[src/rtl/mem_port_arbiter_if.sv]
// Bus bundle between the two requesters, the shared single-port memory and the arbiter.
// The arbiter connects through the slave view; the environment uses the master view.
`timescale 1ns/1ps
interface mem_port_arbiter_if #(
    parameter int ADDR_WIDTH = 14
);
    logic                  r0_req;
    logic [3:0]            r0_we;
    logic [ADDR_WIDTH-1:0] r0_addr;
    logic [31:0]           r0_wdata;
    logic                  r0_gnt;
    logic                  r0_rvalid;
    logic [31:0]           r0_rdata;

    logic                  r1_req;
    logic [3:0]            r1_we;
    logic [ADDR_WIDTH-1:0] r1_addr;
    logic [31:0]           r1_wdata;
    logic                  r1_gnt;
    logic                  r1_rvalid;
    logic [31:0]           r1_rdata;

    logic                  mem_en;
    logic [3:0]            mem_we;
    logic [ADDR_WIDTH-1:0] mem_addr;
    logic [31:0]           mem_din;
    logic [31:0]           mem_dout;

    modport slave (
        input  r0_req, r0_we, r0_addr, r0_wdata,
        output r0_gnt, r0_rvalid, r0_rdata,
        input  r1_req, r1_we, r1_addr, r1_wdata,
        output r1_gnt, r1_rvalid, r1_rdata,
        output mem_en, mem_we, mem_addr, mem_din,
        input  mem_dout
    );

    modport master (
        output r0_req, r0_we, r0_addr, r0_wdata,
        input  r0_gnt, r0_rvalid, r0_rdata,
        output r1_req, r1_we, r1_addr, r1_wdata,
        input  r1_gnt, r1_rvalid, r1_rdata,
        input  mem_en, mem_we, mem_addr, mem_din,
        output mem_dout
    );
endinterface

[src/rtl/mem_port_arbiter.sv]
// Round-robin arbiter sharing one 1-cycle-latency memory port between the CPU data port (r0)
// and the loader/debug master (r1), with a bounded burst hold and tagged read-data return.
`timescale 1ns/1ps
module mem_port_arbiter #(
    parameter int ADDR_WIDTH = 14,
    parameter int MAX_BURST  = 4
) (
    input logic               clk,
    input logic               rst,
    mem_port_arbiter_if.slave bus
);
    localparam int BW = $clog2(MAX_BURST + 1);
    localparam logic [BW-1:0] BURST_MAX  = BW'(MAX_BURST);
    localparam logic [BW-1:0] BURST_ONE  = BW'(1);
    localparam logic [BW-1:0] BURST_ZERO = BW'(0);

    logic                  last_q, last_d;
    logic [BW-1:0]         bcnt_q, bcnt_d;
    logic                  pend_q, pend_d;
    logic                  tag_q, tag_d;
    logic                  keep_s;
    logic                  gnt0_s, gnt1_s, gnt_any_s;
    logic                  mem_en_s;
    logic [3:0]            mem_we_s;
    logic [ADDR_WIDTH-1:0] mem_addr_s;
    logic [31:0]           mem_din_s;
    logic                  rvalid0_s, rvalid1_s;

    // Grant decision; bcnt==0 means no burst in progress, so the non-last master wins contention
    always_comb begin
        gnt0_s = 1'b0;
        gnt1_s = 1'b0;
        keep_s = (bcnt_q != BURST_ZERO) && (bcnt_q < BURST_MAX);
        if (rst) begin
            gnt0_s = 1'b0;
            gnt1_s = 1'b0;
        end else if (bus.r0_req && bus.r1_req) begin
            if (keep_s) begin
                gnt0_s = ~last_q;
                gnt1_s = last_q;
            end else begin
                gnt0_s = last_q;
                gnt1_s = ~last_q;
            end
        end else if (bus.r0_req) begin
            gnt0_s = 1'b1;
        end else if (bus.r1_req) begin
            gnt1_s = 1'b1;
        end else begin
            gnt0_s = 1'b0;
            gnt1_s = 1'b0;
        end
    end

    // Memory port mux from the granted master
    always_comb begin
        mem_en_s   = 1'b0;
        mem_we_s   = 4'b0000;
        mem_addr_s = '0;
        mem_din_s  = 32'h0000_0000;
        if (gnt0_s) begin
            mem_en_s   = 1'b1;
            mem_we_s   = bus.r0_we;
            mem_addr_s = bus.r0_addr;
            mem_din_s  = bus.r0_wdata;
        end else if (gnt1_s) begin
            mem_en_s   = 1'b1;
            mem_we_s   = bus.r1_we;
            mem_addr_s = bus.r1_addr;
            mem_din_s  = bus.r1_wdata;
        end else begin
            mem_en_s   = 1'b0;
        end
    end

    // Next priority pointer, burst count and read-return tag
    always_comb begin
        last_d    = last_q;
        bcnt_d    = bcnt_q;
        pend_d    = 1'b0;
        tag_d     = tag_q;
        gnt_any_s = gnt0_s | gnt1_s;
        if (gnt_any_s) begin
            pend_d = (mem_we_s == 4'b0000);
            tag_d  = gnt1_s;
            if (gnt1_s == last_q) begin
                if (bcnt_q == BURST_MAX) begin
                    bcnt_d = bcnt_q;
                end else begin
                    bcnt_d = bcnt_q + BURST_ONE;
                end
            end else begin
                last_d = gnt1_s;
                bcnt_d = BURST_ONE;
            end
        end else begin
            bcnt_d = BURST_ZERO;
        end
    end

    // State registers; reset drops any in-flight read
    always_ff @(posedge clk or posedge rst) begin
        if (rst) begin
            last_q <= 1'b1;
            bcnt_q <= BURST_ZERO;
            pend_q <= 1'b0;
            tag_q  <= 1'b0;
        end else begin
            last_q <= last_d;
            bcnt_q <= bcnt_d;
            pend_q <= pend_d;
            tag_q  <= tag_d;
        end
    end

    assign rvalid0_s = pend_q & ~tag_q;
    assign rvalid1_s = pend_q & tag_q;

    assign bus.r0_gnt    = gnt0_s;
    assign bus.r1_gnt    = gnt1_s;
    assign bus.r0_rvalid = rvalid0_s;
    assign bus.r1_rvalid = rvalid1_s;
    assign bus.r0_rdata  = rvalid0_s ? bus.mem_dout : 32'h0000_0000;
    assign bus.r1_rdata  = rvalid1_s ? bus.mem_dout : 32'h0000_0000;
    assign bus.mem_en    = mem_en_s;
    assign bus.mem_we    = mem_we_s;
    assign bus.mem_addr  = mem_addr_s;
    assign bus.mem_din   = mem_din_s;
endmodule
[src/flat_wrapper.sv]
// flat-port wrapper written by rule: the top's interface ports become plain ports
module mem_port_arbiter_flat 
#(
    parameter int ADDR_WIDTH = 14,
    parameter int MAX_BURST  = 4
)
  (clk, rst, bus_r0_req, bus_r0_we, bus_r0_addr, bus_r0_wdata, bus_r0_gnt, bus_r0_rvalid, bus_r0_rdata, bus_r1_req, bus_r1_we, bus_r1_addr, bus_r1_wdata, bus_r1_gnt, bus_r1_rvalid, bus_r1_rdata, bus_mem_en, bus_mem_we, bus_mem_addr, bus_mem_din, bus_mem_dout);
  mem_port_arbiter_if #(.ADDR_WIDTH(ADDR_WIDTH)) bus_i ();
  input logic clk;
  input logic rst;
  input wire logic [$bits(bus_i.r0_req)-1:0] bus_r0_req;
  input wire logic [$bits(bus_i.r0_we)-1:0] bus_r0_we;
  input wire logic [$bits(bus_i.r0_addr)-1:0] bus_r0_addr;
  input wire logic [$bits(bus_i.r0_wdata)-1:0] bus_r0_wdata;
  output wire logic [$bits(bus_i.r0_gnt)-1:0] bus_r0_gnt;
  output wire logic [$bits(bus_i.r0_rvalid)-1:0] bus_r0_rvalid;
  output wire logic [$bits(bus_i.r0_rdata)-1:0] bus_r0_rdata;
  input wire logic [$bits(bus_i.r1_req)-1:0] bus_r1_req;
  input wire logic [$bits(bus_i.r1_we)-1:0] bus_r1_we;
  input wire logic [$bits(bus_i.r1_addr)-1:0] bus_r1_addr;
  input wire logic [$bits(bus_i.r1_wdata)-1:0] bus_r1_wdata;
  output wire logic [$bits(bus_i.r1_gnt)-1:0] bus_r1_gnt;
  output wire logic [$bits(bus_i.r1_rvalid)-1:0] bus_r1_rvalid;
  output wire logic [$bits(bus_i.r1_rdata)-1:0] bus_r1_rdata;
  output wire logic [$bits(bus_i.mem_en)-1:0] bus_mem_en;
  output wire logic [$bits(bus_i.mem_we)-1:0] bus_mem_we;
  output wire logic [$bits(bus_i.mem_addr)-1:0] bus_mem_addr;
  output wire logic [$bits(bus_i.mem_din)-1:0] bus_mem_din;
  input wire logic [$bits(bus_i.mem_dout)-1:0] bus_mem_dout;
  assign bus_i.r0_req = bus_r0_req;
  assign bus_i.r0_we = bus_r0_we;
  assign bus_i.r0_addr = bus_r0_addr;
  assign bus_i.r0_wdata = bus_r0_wdata;
  assign bus_r0_gnt = bus_i.r0_gnt;
  assign bus_r0_rvalid = bus_i.r0_rvalid;
  assign bus_r0_rdata = bus_i.r0_rdata;
  assign bus_i.r1_req = bus_r1_req;
  assign bus_i.r1_we = bus_r1_we;
  assign bus_i.r1_addr = bus_r1_addr;
  assign bus_i.r1_wdata = bus_r1_wdata;
  assign bus_r1_gnt = bus_i.r1_gnt;
  assign bus_r1_rvalid = bus_i.r1_rvalid;
  assign bus_r1_rdata = bus_i.r1_rdata;
  assign bus_mem_en = bus_i.mem_en;
  assign bus_mem_we = bus_i.mem_we;
  assign bus_mem_addr = bus_i.mem_addr;
  assign bus_mem_din = bus_i.mem_din;
  assign bus_i.mem_dout = bus_mem_dout;
  mem_port_arbiter #(.ADDR_WIDTH(ADDR_WIDTH), .MAX_BURST(MAX_BURST)) u_core (.clk(clk), .rst(rst), .bus(bus_i));
endmodule
[config.mk]
export PLATFORM = sky130hd
export DESIGN_NAME = mem_port_arbiter_flat
export DESIGN_NICKNAME = d
export VERILOG_FILES = /design/src/rtl/mem_port_arbiter_if.sv /design/src/rtl/mem_port_arbiter.sv /design/src/flat_wrapper.sv
export SDC_FILE = /design/constraint.sdc
export NUM_CORES = 1
export LEC_CHECK = 0
export CAP_MARGIN = 30
export CELL_PAD_IN_SITES_DETAIL_PLACEMENT = 0
export CELL_PAD_IN_SITES_GLOBAL_PLACEMENT = 1
export CORE_UTILIZATION = 13
export CTS_BUF_LIST = sky130_fd_sc_hd__clkbuf_4 sky130_fd_sc_hd__clkbuf_8
export CTS_CLUSTER_DIAMETER = 40
export DETAILED_ROUTE_END_ITERATION = 8
export PLACE_DENSITY = 0.95
export SLEW_MARGIN = 10
export SYNTH_ARGS = -nofsm -noshare
export SYNTH_HDL_FRONTEND = slang
export SYNTH_SLANG_ARGS = --single-unit
[constraint.sdc]
create_clock -name clk -period 4.4 [get_ports clk]
set_input_delay 0.88 -clock clk [delete_from_list [all_inputs] [get_ports clk]]
set_output_delay 0.88 -clock clk [all_outputs]
set_load 0.01 [all_outputs]
==> results.yml <==
die:
  die_h_um: 107
  placementRows: 37
  fp.coreArea_um2: 10500
  initial_utilization_pct: 13.6
  die-area_um2: 11400
  ios: 255
  dieWidth_um: 107
synthesis:
  synth_seq_area_share_pct: 10.6
  synth_warnings: 0
  synth-edff-count: 0
  syn_area_um2: 1430
  ys_ff_latch: 6
  synthXorXnorAreaFrac_pct: 0
  synth-simple-area-share_pct: 36.2
  syn_nets: 321
  ys.flop_type: "dfrtp_1"
  synth_top_family_by_area: "compound AO/OA/AOI/OAI gates"
  synthMuxAreaShare_pct: 1.75
  postSynth.asyncResetShare_pct: 100
  synth_cell_types: 34
  synth-compound-area-share_pct: 39.2
  synth_area_per_cell_um2: 7.80
  netlist_instances: 183
  synth_adder_area_share_pct: 1.75
critical_path:
  critPathKind: "input port to output port"
  critPathRequiredTime_ns: 3.52
  end_kind: "output port"
  slowest_stage: "clkdlybuf4s50_1"
  r2r_cells: 6
  path_max_fanout: 34
  cpPeakStageDelay_ns: 0.54
  cpMostUsedCell: "clkdlybuf4s50_1"
  critPathArrivalTime_ns: 3.15
  path_buf_inv: 3
  crit_chain: "clkdlybuf4s50_1 > nor2b_2 > a2111oi_4 > buf_4 > a22o_1 > clkdlybuf4s50_1"
  r2r-end: "u_core.pend_q$_DFF_PP0_"
  cp-start-kind: "input port"
  regToRegSetupSlack_ns: 2.18
  crit_family: "buffers and inverters"
  r2r_start: "u_core.bcnt_q[0]$_DFFE_PP0P_"
power:
  peakVddDrop_mv: 0.0654
  power.total_uw: 559
  power.density_nw_per_um2: 135
  p_leak_nw: 1.68
cts:
  cts_root_buffer: "clkbuf_8"
  postCtsResizedCells: 0
  htreeDepth: 1
  cts_setup_buffers: 0
  cts_buffers: 3
  cts_hold_buf: 0
  ctsLongestPathBuffers: 2
  cts.sinks: 6
  cts_tree: "done"
  cts.clk_slew.worst_paths_ns: 0.04
  clk_latency_ns: 0.22
sta:
  final_hold_viol_count: 0
  slew_violations: 0
  fmax_mhz: 248
  finalSetupViolCount: 0
  rsz0062_at_grt: "no"
  holdWs_ns: 0.595
  max_slew_margin_pct: 77.3
  skew_ns: 0.00503
  finalCritPeriodShare_pct: 91.5
  setup_tns_ns: 0
  fin_crit_ns: 4.03
  worst_pin_slew_ns: 0.336
placement:
  port_buffers: 254
  dp_hpwl_um: 6840
  routabilityCongestion: 0.728
  dp_cells: 558
flow_run:
  drv_cap: 0
hold_path:
  min_to: "u_core.last_q$_DFFE_PP1P_"
  hold_path_class: "flop to flop"
  holdPathStages: 1
  min-delay-start: "u_core.last_q$_DFFE_PP1P_"
routing:
  avgRoutedWirePerCell_um: 14.7
  vias: 2413
  detail-route-antenna-nets: 0
  initialDrtViolationCount: 85
  drc: 0
  drt_wl_total_um: 8240
  routed_via_density: 4.29
  first_pass_iters: 4
finish:
  num_antenna_cells: 0
  area_growth_syn_to_layout_pct: 189
  fin_cells: 562
  drive_gt1_share_pct: 4.69
  nets: 565
grt:
  grt_max_degree: 47
  grt_pass1_vias: 2462
  antenna_found_initial: 0
  grt_pass1_wl_um: 12400
  overflow: 0
  track_usage_pct: 13.6
outcome:
  status: "finished, final reports clean"
layout make-up:
type                            instances  area (um2)
Fill cell                            1066        6330
Timing Repair Buffer                  260        2600
Multi-Input combinational cell        151        1140
Tap cell                              136         170
Sequential cell                         6         151
Clock buffer                            4        48.8
Inverter                                5        18.8
stage by stage:
stage	cell area, um2	utilization (%)	setup WS [ns]
floorplan	1430	-	1.43
global placement	4080	39.0	0.417
detailed placement	4080	39.0	0.351
CTS	4130	39.5	0.346
global route	4130	39.5	0.252
finish	4130	39.5	0.374
cells in the final DEF, fill, tap and decap left out, drive strengths merged, types with 2 or more instances in the layout:
| cell type | netlist | routed |
|---|---|---|
| buf | 12 | 6 |
| a22o | 50 | 50 |
| ha | 2 | 2 |
| nor2b | 3 | 3 |
| o21ai | 4 | 4 |
| and3 | 33 | 33 |
| clkdlybuf4s50 | 0 | 254 |
| dfrtp | 5 | 5 |
| nor3 | 2 | 2 |
| inv | 5 | 5 |
| and2 | 34 | 34 |
| nor2 | 5 | 5 |
| clkbuf | 9 | 4 |
routing by layer:
metal / global-route usage (%) / part of all wire, %
met5: 0 / 0
met4: 0.881 / 0
met3: 4.01 / 9.9
met2: 27.3 / 53
met1: 14.3 / 37
state kept, by name (all words and copies together) (netlist names):
signal / count
u_core.bcnt_q: 3
u_core.pend_q: 1
u_core.tag_q: 1
u_core.last_q: 1
kinds of logic after synthesis:
| kind of cell | after synthesis |
|---|---|
| adder cells (fa/ha/maj) | 2 |
| AND/OR/NAND/NOR | 84 |
| flip-flops | 6 |
| buffers and inverters | 26 |
| AO/OA/AOI/OAI | 63 |
| multiplexers | 2 |
cells in the mapped netlist (2+ instances only):
library cell | n | area share (%)
a22o_1 | 47 | 29
buf_6 | 6 | 4.7
clkbuf_1 | 9 | 2.4
and2_1 | 34 | 15
dfrtp_1 | 5 | 8.8
nor2_1 | 5 | 1.3
o21ai_0 | 4 | 1.4
and3_1 | 33 | 14
buf_2 | 6 | 2.1
inv_1 | 5 | 1.3
nor3_1 | 2 | 0.70
ha_1 | 2 | 1.8
a22o_2 | 3 | 2.1
nor2b_1 | 2 | 0.88
worst max path at each step:
stage	slack, ns	cells past startpoint	from	endpoint
global route	0.25	6	bus_r0_req	bus_mem_din[10]
CTS	0.35	6	bus_r0_req	bus_mem_din[10]
floorplan	1.43	4	bus_r0_req	bus_mem_din[24]
finish	0.37	6	bus_r0_req	bus_mem_addr[3]
detailed placement	0.35	6	bus_r0_req	bus_mem_din[10]
global placement	0.42	6	bus_r0_req	bus_mem_addr[6]
power by group:
part	switching, mW	internal (mW)	total (mW)
clock network	0.0254	0.0686	0.0940
registers	0.00816	0.0631	0.0713
logic	0.146	0.248	0.394
(Power assumes the default switching activity.)
==> edit 1 (same settings) <==
`MAX_BURST` is set to 4 in 2 places; all go to 2.
--- a/src/rtl/mem_port_arbiter.sv
+++ b/src/rtl/mem_port_arbiter.sv
@@ -3,7 +3,7 @@
 `timescale 1ns/1ps
 module mem_port_arbiter #(
     parameter int ADDR_WIDTH = 14,
-    parameter int MAX_BURST  = 4
+    parameter int MAX_BURST  = 2
 ) (
     input logic               clk,
     input logic               rst,
--- a/src/flat_wrapper.sv
+++ b/src/flat_wrapper.sv
@@ -2,7 +2,7 @@
 module mem_port_arbiter_flat 
 #(
     parameter int ADDR_WIDTH = 14,
-    parameter int MAX_BURST  = 4
+    parameter int MAX_BURST  = 2
 )
   (clk, rst, bus_r0_req, bus_r0_we, bus_r0_addr, bus_r0_wdata, bus_r0_gnt, bus_r0_rvalid, bus_r0_rdata, bus_r1_req, bus_r1_we, bus_r1_addr, bus_r1_wdata, bus_r1_gnt, bus_r1_rvalid, bus_r1_rdata, bus_mem_en, bus_mem_we, bus_mem_addr, bus_mem_din, bus_mem_dout);
   mem_port_arbiter_if #(.ADDR_WIDTH(ADDR_WIDTH)) bus_i ();
Function: changed (a bounded check fails within 4 cycles, from zero or initial values and one cycle with rst high).
==> edit 1 against the unedited design <==
  * Routed wire length rose by 0.96%
  * Sequential cell count decreased by 1
  * Clock power fell by 0.5%
  * Combinational power rose by 31%
  * Worst setup slack better by 0.18 ns
  * First-iteration DRC count fell by 65%
  * Sequential power decreased by 15%
  * Fmax grew 4.7%
  * Synthesized area down 9.9%
  * Count of clock-buffer cells in the layout stayed put
  * Power grew 20%
  * Largest cell class unchanged
  * Final area fell by 3.8%
==> edit 1: results (changes against the unedited design) <==
clk_pin_slew_ns: 0.04  # about the same
antenna_found_initial: 0  # unchanged
dp_hpwl_mm: 6.97  # was 6.84 mm
grt_usage: 0.146  # was 0.136
grt_first_pass_wirelength_mm: 11.9  # was 12.4 mm
worst_path_max_delay_cell: "clkdlybuf4s50_1"  # unchanged
cpPeakStageDelay_ns: 0.56  # was 0.54 ns
drt_iter0_drc: 30  # was 85
layout-drive-gt1-share: 0.0341  # was 0.0469
crit_path_max_fanout: 52  # was 34
final.setup_skew_ns: 0.00419  # was 0.00503 ns
post_dp_cell_area_mm2: 0.00393  # was 0.00408 mm²
p_leak_nw: 1.62  # was 1.68 nW
hold_path_class: "register to register"  # unchanged
yosysUniqueCellTypes: 27  # was 34
largest_register_ffs: 2  # was 3
synth_warnings: 0  # unchanged
cts_root_buf: "clkbuf_8"  # unchanged
cts_buffers: 3  # unchanged
htreeDepth: 1  # unchanged
insertion_delay_ns: 0.22  # about the same
synth.net_count: 305  # was 321
cts_buffer_depth: 2  # unchanged
port_buffers: 254  # unchanged
drt-total-wl_mm: 8.32  # was 8.24 mm
max_slew_margin: 0.646  # was 0.773
ys_seq_area_frac: 0.0982  # was 0.106
num_vias: 2330  # was 2413
cts-resized-gates: 0  # unchanged
nFillCells: 923  # was 1066
dr.pass1.iters: 4  # unchanged
worstPathArrival_ns: 2.97  # was 3.15 ns
layout.nets: 549  # was 565
crit_family: "buffers and inverters"  # unchanged
synth.area.top_cells: "a22o_1 34%, and2_1 16%, and3_1 16%, dfrtp_1 7.8%, buf_6 4.4%"  # was a22o_1 29%, and2_1 15%, and3_1 14%, dfrtp_1 8.8%, buf_6 4.7%
synthTopCellsByCount: "50 x a22o_1, 33 x and2_1, 32 x and3_1"  # was 47 x a22o_1, 34 x and2_1, 33 x and3_1
diodes: 0  # unchanged
ir_worst_vdd_uv: 73.6  # was 65.4 µV
outcome: "complete, no violations"  # unchanged
grt_max_degree: 55  # was 47
gp_congestion: 0.781  # was 0.728
postCtsSetupRepairBufs: 0  # unchanged
==> edit 1: cell families after synthesis <==
family                     Yosys count  synth area share
xor gates and xnor gates             2            0.0136
and+or+nand+nor                     72             0.348
DFF                                  5            0.0983
AOI/OAI and AO/OA                   59             0.394
adders and majority gates            2            0.0195
buffers and inverters               25             0.110
muxes                                2            0.0165
==> edit 1: where the power goes <==
part	internal [mW]	leakage, nW	total [mW]	switching, mW
Sequential	0.0554	0.0619	0.0609	0.00554
Combinational	0.322	1.53	0.518	0.197
Clock	0.0686	0.0262	0.0935	0.0249
Total	0.446	1.62	0.673	0.227
==> edit 1: metrics by stage <==
step                worst slack [ns]  hold slack, ns  instances  power (mW)  utilization
floorplan                       1.87           0.559        167       0.262            -
global placement               0.604           0.578        535       0.578        0.417
CTS                            0.563           0.588        539       0.679        0.422
finish                         0.555           0.591        539       0.673        0.422
global route                   0.456           0.602        539       0.714        0.422
detailed placement             0.587           0.583        535       0.580        0.417
==> edit 1: cell type report <==
class / instances / area share
Timing Repair Buffer: 259 / 0.652
Multi-Input combinational cell: 137 / 0.258
Tap cell: 129 / 0.0406
Sequential cell: 5 / 0.0318
Clock buffer: 4 / 0.0123
Inverter: 5 / 0.00472
==> edit 1: worst register-to-register path: stages (launching register included) <==
cell and delay [ns]:
dfrtp_1 0.40, ha_1 0.25, xnor2_1 0.21, a21oi_4 0.16, buf_4 0.46, o21ba_2 0.24
==> edit 1: metal layers <==
layer	routed length (µm)	GRT usage	vias to the layer above
met5	0	0	-
met4	106	0.0290	0
met3	827	0.0380	8
met2	4140	0.276	160
met1	3240	0.164	1042
li1	-	-	1120
==> edit 1: final timing paths <==
kind                       slack, ns  depth (start not counted)                            to                    startpoint
setup / recovery                0.55                          6                bus_mem_din[6]                    bus_r0_req
hold / removal                  0.59                          1     u_core.last_q$_DFFE_PP1P_     u_core.last_q$_DFFE_PP1P_
setup reg to reg                2.62                          5     u_core.last_q$_DFFE_PP1P_  u_core.bcnt_q[0]$_DFFE_PP0P_
hold reg to reg                 0.59                          1     u_core.last_q$_DFFE_PP1P_     u_core.last_q$_DFFE_PP1P_
max in group asynchronous       3.21                          2     u_core.last_q$_DFFE_PP1P_                           rst
min in group asynchronous       0.95                          2  u_core.bcnt_q[0]$_DFFE_PP0P_                           rst
==> edit 2 (config.mk and constraints unchanged) <==
Made on the original files. Make the reset (`rst`) synchronous in one clocked block.
--- a/src/rtl/mem_port_arbiter.sv
+++ b/src/rtl/mem_port_arbiter.sv
@@ -99,7 +99,7 @@
     end
 
     // State registers; reset drops any in-flight read
-    always_ff @(posedge clk or posedge rst) begin
+    always_ff @(posedge clk) begin
         if (rst) begin
             last_q <= 1'b1;
             bcnt_q <= BURST_ZERO;
Behaviour: differs if rst is asserted again (counterexample within 4 cycles, from zero or initial values and one cycle with rst high); with rst held inactive, the same outputs for 10 cycles.
==> edit 2 against the unedited design <==
  * Power fell by 5.5%
  * Critical path depth unchanged
  * Combinational power shrank 3%
  * Utilization up 1.7 points
  * Worst setup slack better by 0.22 ns
  * Clock power decreased by 11%
  * Routed wire length is 2.5% higher
  * Die area decreased by 8.3%
  * Synthesized area down 8.5%
  * Sequential cell count unchanged
  * Final area decreased by 2.5%
  * Hold slack worse by 0.098 ns
==> edit 2: results (changes against the unedited design) <==
synth.area.top_cells: "a22o_1 34%, and2_1 16%, and3_1 15%, dfxtp_1 9.2%, clkbuf_1 3.7%"  # was a22o_1 29%, and2_1 15%, and3_1 14%, dfrtp_1 8.8%, buf_6 4.7%
async_flop_share: 0  # was 1.00
r2r_start: "u_core.bcnt_q[0]$_SDFFE_PP0P_"  # was u_core.bcnt_q[0]$_DFFE_PP0P_
reg2reg_depth: 7  # was 6
r2r_slack_ns: 2.24  # was 2.18 ns
holdWs_ns: 0.497  # was 0.595 ns
p_clk_frac: 0.159  # was 0.168
avgViaCountPerCell: 4.32  # was 4.29
crit_path_max_fanout: 55  # was 34
layout-drive-gt1-share: 0.0287  # was 0.0469
synthTopCellsByCount: "50 x a22o_1, 33 x and2_1, 32 x and3_1"  # was 47 x a22o_1, 34 x and2_1, 33 x and3_1
outcome: "complete, no violations"  # unchanged
final.setup_skew_ns: 0.00309  # was 0.00503 ns
synth-compound-area-share: 0.403  # was 0.392
muxShareOfSynthArea: 0.00766  # was 0.0175
layout.nets: 558  # was 565
post_dp_cell_area_mm2: 0.00398  # was 0.00408 mm²
swShare: 0.317  # was 0.321
gp_congestion: 0.762  # was 0.728
grt_max_degree: 56  # was 47
worstPathArrival_ns: 2.93  # was 3.15 ns
synth_xor_area_frac: 0.0134  # was 0
p_leak_nw: 1.61  # was 1.68 nW
grt_first_pass_wirelength_mm: 11.7  # was 12.4 mm
yosysUniqueCellTypes: 28  # was 34
drt-total-wl_mm: 8.44  # was 8.24 mm
hold-path-cell-count: 2  # was 1
synth.net_count: 317  # was 321
dp_hpwl_mm: 7.04  # was 6.84 mm
edit 2: cell count changes in the layout (fill, tap and decap cells not counted), moves of 2 or more:
cell,before,now
dfrtp_1,5,0
o21ai_0,4,2
a22o_2,3,0
a21oi_1,0,4
buf_4,5,2
inv_1,5,3
nand2_1,1,3
xnor2_1,0,2
nand3_1,0,2
dfxtp_1,0,6
nor2b_1,2,0
a22o_1,47,50
edit 2: worst max-delay path by stage:
stage / slack (ns) / start / cells after the start / endpoint
3_3_place_gp: 0.62 / bus_r0_req / 6 / bus_mem_addr[12]
3_5_place_dp: 0.60 / bus_r0_req / 6 / bus_mem_addr[12]
2_1_floorplan: 1.50 / bus_r0_req / 5 / bus_mem_din[22]
6_report: 0.59 / bus_r0_req / 6 / bus_mem_we[2]
5_1_grt: 0.50 / bus_r0_req / 6 / bus_mem_we[2]
4_1_cts: 0.57 / bus_r0_req / 6 / bus_mem_addr[12]
edit 2: kinds of logic after synthesis:
family	Yosys count
simple gates	82
xor+xnor	2
fa+ha+maj	2
buf+inv	25
compound gates	61
mux	1
flops	6
edit 2: per-stage QoR:
step	power, mW	setup slack, ns	std cells	utilization
finish	0.529	0.594	551	0.412
global route	0.560	0.496	551	0.412
global placement	0.441	0.623	548	0.408
detailed placement	0.446	0.601	548	0.408
floorplan	0.192	1.50	179	-
CTS	0.533	0.575	551	0.412
edit 2: power groups by stage:
stage | sequential, mW | combinational [mW] | clock [mW]
floorplan | 0.0631 | 0.129 | 0
global placement | 0.0639 | 0.377 | 0
detailed placement | 0.0644 | 0.381 | 0
CTS | 0.0635 | 0.384 | 0.0859
global route | 0.0642 | 0.407 | 0.0886
finish | 0.0634 | 0.381 | 0.0839
edit 2: layout make-up:
type / count / area, µm²
timing repair buffer: 258 / 2600
clock buffer: 3 / 41.3
multi-input combinational: 148 / 1090
tap: 133 / 166
fill: 1009 / 5750
sequential: 6 / 120
inverter: 3 / 11.3
edit 2: routing by layer:
| metal | share of wire | GRT usage |
|---|---|---|
| met3 | 0.084 | 0.0328 |
| met2 | 0.53 | 0.265 |
| met4 | 0.0092 | 0.0286 |
| met1 | 0.38 | 0.169 |
| met5 | 0 | 0 |
edit 2: worst min-delay path, cell delays in order (launching register included):
cell     delay [ns]
dfxtp_1        0.32
nand3_1        0.07
a21oi_1        0.05
